[src/rtl/cond_pkg.sv]
// Shared types and field indices for the condition-code / NZCV flag logic.
// Latency: none (declarations only).
// Backpressure: not applicable.
package cond_pkg;

    // Instruction condition field encodings
    typedef enum logic [3:0] {
        EQ = 4'b0000,
        NE = 4'b0001,
        CS = 4'b0010,
        CC = 4'b0011,
        MI = 4'b0100,
        PL = 4'b0101,
        VS = 4'b0110,
        VC = 4'b0111,
        HI = 4'b1000,
        LS = 4'b1001,
        GE = 4'b1010,
        LT = 4'b1011,
        GT = 4'b1100,
        LE = 4'b1101,
        AL = 4'b1110,
        NV = 4'b1111
    } cond_e;

    // Bit positions inside the {N,Z,C,V} flag word
    localparam int FLAG_N = 3;
    localparam int FLAG_Z = 2;
    localparam int FLAG_C = 1;
    localparam int FLAG_V = 0;

    // Bit positions inside the flag_w write-enable pair
    localparam int FW_NZ = 1;
    localparam int FW_CV = 0;

    // Signed greater-or-equal holds when the sign matches the overflow
    function automatic logic signed_ge(input logic [3:0] flags);
        return flags[FLAG_N] == flags[FLAG_V];
    endfunction

endpackage

[src/rtl/cond_check.sv]
// Evaluates a 4-bit condition field against an {N,Z,C,V} flag word.
// Latency: purely combinational, zero cycles.
// Backpressure: none; output follows inputs continuously.
module cond_check
    import cond_pkg::*;
(
    input  logic [3:0] cond,
    input  logic [3:0] flags,
    output logic       cond_ex
);

    logic n_f;
    logic z_f;
    logic c_f;
    logic v_f;
    logic ge_f;

    assign n_f  = flags[FLAG_N];
    assign z_f  = flags[FLAG_Z];
    assign c_f  = flags[FLAG_C];
    assign v_f  = flags[FLAG_V];
    assign ge_f = signed_ge(flags);

    // Condition table; the reserved NV code never passes
    always_comb begin
        cond_ex = 1'b0;
        case (cond_e'(cond))
            EQ:      cond_ex = z_f;
            NE:      cond_ex = ~z_f;
            CS:      cond_ex = c_f;
            CC:      cond_ex = ~c_f;
            MI:      cond_ex = n_f;
            PL:      cond_ex = ~n_f;
            VS:      cond_ex = v_f;
            VC:      cond_ex = ~v_f;
            HI:      cond_ex = c_f & ~z_f;
            LS:      cond_ex = ~c_f | z_f;
            GE:      cond_ex = ge_f;
            LT:      cond_ex = ~ge_f;
            GT:      cond_ex = ~z_f & ge_f;
            LE:      cond_ex = z_f | ~ge_f;
            AL:      cond_ex = 1'b1;
            NV:      cond_ex = 1'b0;
            default: cond_ex = 1'b0;
        endcase
    end

endmodule

[src/rtl/cond_logic.sv]
// Architectural NZCV register plus condition gating of PC/register/memory writes.
// Latency: gated writes and cond_ex are combinational; flags_q/cond_ex_q update one edge later.
// Backpressure: en=0 stalls all state; gated outputs still track inputs.
module cond_logic
    import cond_pkg::*;
#(
    parameter bit         CONDEX_REG  = 1'b0,
    parameter logic [3:0] FLAGS_RESET = 4'b0000
) (
    input  logic       clk,
    input  logic       reset,
    input  logic       en,
    input  logic [3:0] cond,
    input  logic [3:0] alu_flags,
    input  logic [1:0] flag_w,
    input  logic       pcs,
    input  logic       reg_w,
    input  logic       mem_w,
    input  logic       no_write,
    output logic       pc_src,
    output logic       reg_write,
    output logic       mem_write,
    output logic       cond_ex,
    output logic       cond_ex_q,
    output logic [3:0] flags_q
);

    logic [3:0] flags_r;
    logic       pass;
    logic       wr_nz;
    logic       wr_cv;

    // Condition always sees the stored flags, so an instruction observes
    // only results of earlier instructions (no ALU bypass).
    cond_check u_cond_check (
        .cond    (cond),
        .flags   (flags_r),
        .cond_ex (pass)
    );

    // A failed condition also suppresses the instruction's own flag update
    assign wr_nz = en & pass & flag_w[FW_NZ];
    assign wr_cv = en & pass & flag_w[FW_CV];

    // NZ and CV halves are written independently
    always_ff @(posedge clk or posedge reset) begin
        if (reset) begin
            flags_r <= FLAGS_RESET;
        end else begin
            if (wr_nz) begin
                flags_r[FLAG_N:FLAG_Z] <= alu_flags[FLAG_N:FLAG_Z];
            end
            if (wr_cv) begin
                flags_r[FLAG_C:FLAG_V] <= alu_flags[FLAG_C:FLAG_V];
            end
        end
    end

    generate
        if (CONDEX_REG) begin : g_condex_reg
            logic cond_ex_r;

            // Multicycle cores consume the condition result one enabled edge later
            always_ff @(posedge clk or posedge reset) begin
                if (reset) begin
                    cond_ex_r <= 1'b0;
                end else if (en) begin
                    cond_ex_r <= pass;
                end
            end

            assign cond_ex_q = cond_ex_r;
        end else begin : g_condex_comb
            assign cond_ex_q = 1'b0;
        end
    endgenerate

    // Decoder write requests pass only when the condition holds
    always_comb begin
        pc_src    = pcs & pass;
        reg_write = reg_w & pass & ~no_write;
        mem_write = mem_w & pass;
    end

    assign cond_ex = pass;
    assign flags_q = flags_r;

endmodule
[config.mk]
export PLATFORM = sky130hd
export DESIGN_NAME = cond_logic
export DESIGN_NICKNAME = d
export VERILOG_FILES = /design/src/rtl/cond_pkg.sv /design/src/rtl/cond_check.sv /design/src/rtl/cond_logic.sv
export SDC_FILE = /design/constraint.sdc
export NUM_CORES = 1
export LEC_CHECK = 0
export CORE_AREA = 2 2 39 41
export CTS_CLUSTER_SIZE = 24
export DETAILED_ROUTE_END_ITERATION = 10
export DIE_AREA = 0 0 41 43
export PLACE_DENSITY_LB_ADDON = 0.3
export SYNTH_ARGS = -nofsm -noshare
export SYNTH_HDL_FRONTEND = slang
export SYNTH_SLANG_ARGS = --single-unit
[constraint.sdc]
create_clock -name clk -period 1.8 [get_ports clk]
set_clock_uncertainty 0.1 [all_clocks]
set_input_delay 0.36 -clock clk [delete_from_list [all_inputs] [get_ports clk]]
set_output_delay 0.36 -clock clk [all_outputs]
set_load 0.02 [all_outputs]
==> out/metrics.csv <==
metric,value,unit
vias in the first global route,337,
crit share post-route,1.168,
first-pass GRT wire length,1428,um
core area,1384,um^2
Yosys warnings,0,
filler cell count,144,
I/O Pins,26,
Synth cell types,18,
min cycle time layout,2.103,ns
syn avg cell area,9.365,um^2
initial core utilization,0.2233,
clock root buffer,clkbuf_4,
die width,41,um
post-synthesis sequential area ratio,0.3239,
CTS tree,yes,
max-slew violation count,0,
CTS Sinks,4,
final non-filler cell area,681.9,um^2
initial antenna violation count,0,
P per Cell Area,1255,nW/um^2
max FFs per register,4,
leakage power,0.2916,nW
setup TNS,-1.793,ns
Critical Path Sink Type,output port,
failing checks,negative setup slack,
Worst Path Max Fanout,4,
"FF+latch count, synth",4,
RSZ-0062 raised after global routing,yes,
Die Ht,43,um
CTS Buf Count,3,
# rows,14,
final setup fails,8,
Layout Nets,85,
"commonest cells after routing, fill and taps aside","clkdlybuf4s50_1 (15), buf_4 (10), inv_1 (4), mux2_1 (4)",
# DRC,0,
kind of critical path,reg2out,
Routed Antenna Nets,0,
placed standard-cell area,591.8,um^2
"commonest non-fill, non-tap cell in the layout",clkdlybuf4s50_1,
H-tree depth,1,
Iter 0 DRT Violations,1,
post-synthesis cell area,309.0,um^2
CP arrival,1.64,ns
WL per Instance,12.07,um
Overall Power,0.8560,mW
via count,363,
Worst-Skew Late Latency,0.23,ns
Hold Slack,0.2146,ns
Worst EP required,1.34,ns
hold buffer count at cts,0,
gp weighted congestion,0.6232,
syn_nets,50,
area grow syn2layout,120.6,%
crit path launch type,flop,
max cap viols,0,
Fmax achieved,0.4756,GHz
share of post-route cells with drive strength above 1,0.4394,
# port buffers,24,
die area,1763,um^2
clock buffer depth,2,
PnR worst setup slack,-0.3026,ns
TritonRoute pass-1 iters,2,
Final HPWL DP,775.9,um
Post-Syn Instances,33,
routed vias/inst,4.427,
GRT Total Usage,0.1190,
largest net degree at the start of global routing,6,
Total Wirelength,990,um
peak supply drop,550.1,uV
diode count,0,
Fin. Hold Viols,0,
total gr overflow,0,
status,finished with violations,
Clock transition at path regs,0.03,ns
worst hold path class,in2async,
==> logic make-up after synthesis <==
group | after synthesis | share of synthesized area
simple gates | 10 | 0.2186
compound gates | 6 | 0.1417
buf+inv | 5 | 0.07287
mux | 4 | 0.1457
flops | 4 | 0.3239
xor+xnor | 3 | 0.08504
other cells | 1 | 0.01213
==> Yosys cell counts <==
cell type | instances | area, um^2
a21oi_1 | 1 | 5.000
xor2_1 | 3 | 26.28
dfrtp_1 | 4 | 100.1
mux2_1 | 4 | 45.04
nor2_1 | 2 | 7.510
nor3b_1 | 1 | 7.510
o221ai_1 | 1 | 8.760
nor2b_1 | 3 | 18.77
and4bb_2 | 1 | 12.51
a31oi_1 | 1 | 6.260
conb_1 | 1 | 3.750
or2b_1 | 1 | 7.510
inv_1 | 4 | 15.01
nand3_1 | 1 | 5.000
and4_1 | 1 | 8.760
buf_4 | 1 | 7.510
o211ai_1 | 2 | 15.01
a21oi_2 | 1 | 8.760
==> where the power goes <==
part	switching (mW)	internal [mW]	leakage [nW]	total (mW)
combinational	0.264	0.301	0.234	0.565
sequential	0.0417	0.143	0.0441	0.185
clock	0.0315	0.0742	0.0138	0.106
==> per-stage QoR <==
| stage | worst slack (ns) | utilization | cells |
|---|---|---|---|
| after floorplan | -0.1497 | - | 33 |
| after global placement | -1.067 | 0.4277 | 75 |
| after detailed placement | -1.111 | 0.4277 | 75 |
| after CTS | -0.3165 | 0.4882 | 82 |
| after global routing | -0.3848 | 0.4928 | 82 |
| final | -0.3026 | 0.4928 | 82 |
==> worst paths after layout <==
kind	end	depth (start not counted)	start	slack, ns
worst max-delay path	reg_write	6	flags_q[0]	-0.30
min in group clk	flags_q[0]	1	flags_q[0]	0.45
worst min register to register	flags_q[0]	1	flags_q[0]	0.45
worst max register to register	flags_q[2]	7	flags_q[2]	-0.19
max in group asynchronous	flags_q[0]	2	reset	1.22
worst min-delay path	flags_q[2]	2	reset	0.21
==> layer usage <==
layer  share of wire  track usage  vias up
met2            0.49       0.1813       12
met4               0      0.06000        0
met1            0.44       0.1466      172
met5               0            0        -
met3           0.069      0.03141        0
li1                -            -      179
==> critical path, cell delays in order (launching register included) <==
cell and delay (ns):
dfrtp_2 0.38, and4bb_2 0.25, a21oi_4 0.17, and4_4 0.26
nor2_4 0.05, nor3b_2 0.15, buf_4 0.16
==> layout make-up <==
type / count / area [um^2] / area share
multi-input combinational: 24 / 239.0 / 0.3505
tap: 16 / 20.02 / 0.02936
clock buffer: 3 / 22.52 / 0.03303
inverter: 4 / 15.01 / 0.02202
timing repair buffer: 31 / 281.5 / 0.4128
sequential: 4 / 103.9 / 0.1523
==> repair_timing <==
action / 4_1_cts / 5_1_grt
buffers inserted: 4 / 0
pin swaps: 9 / 3
gates resized for setup: 41 / 2
setup endpoints to repair: 8 / 8
(Power assumes the default switching activity.)
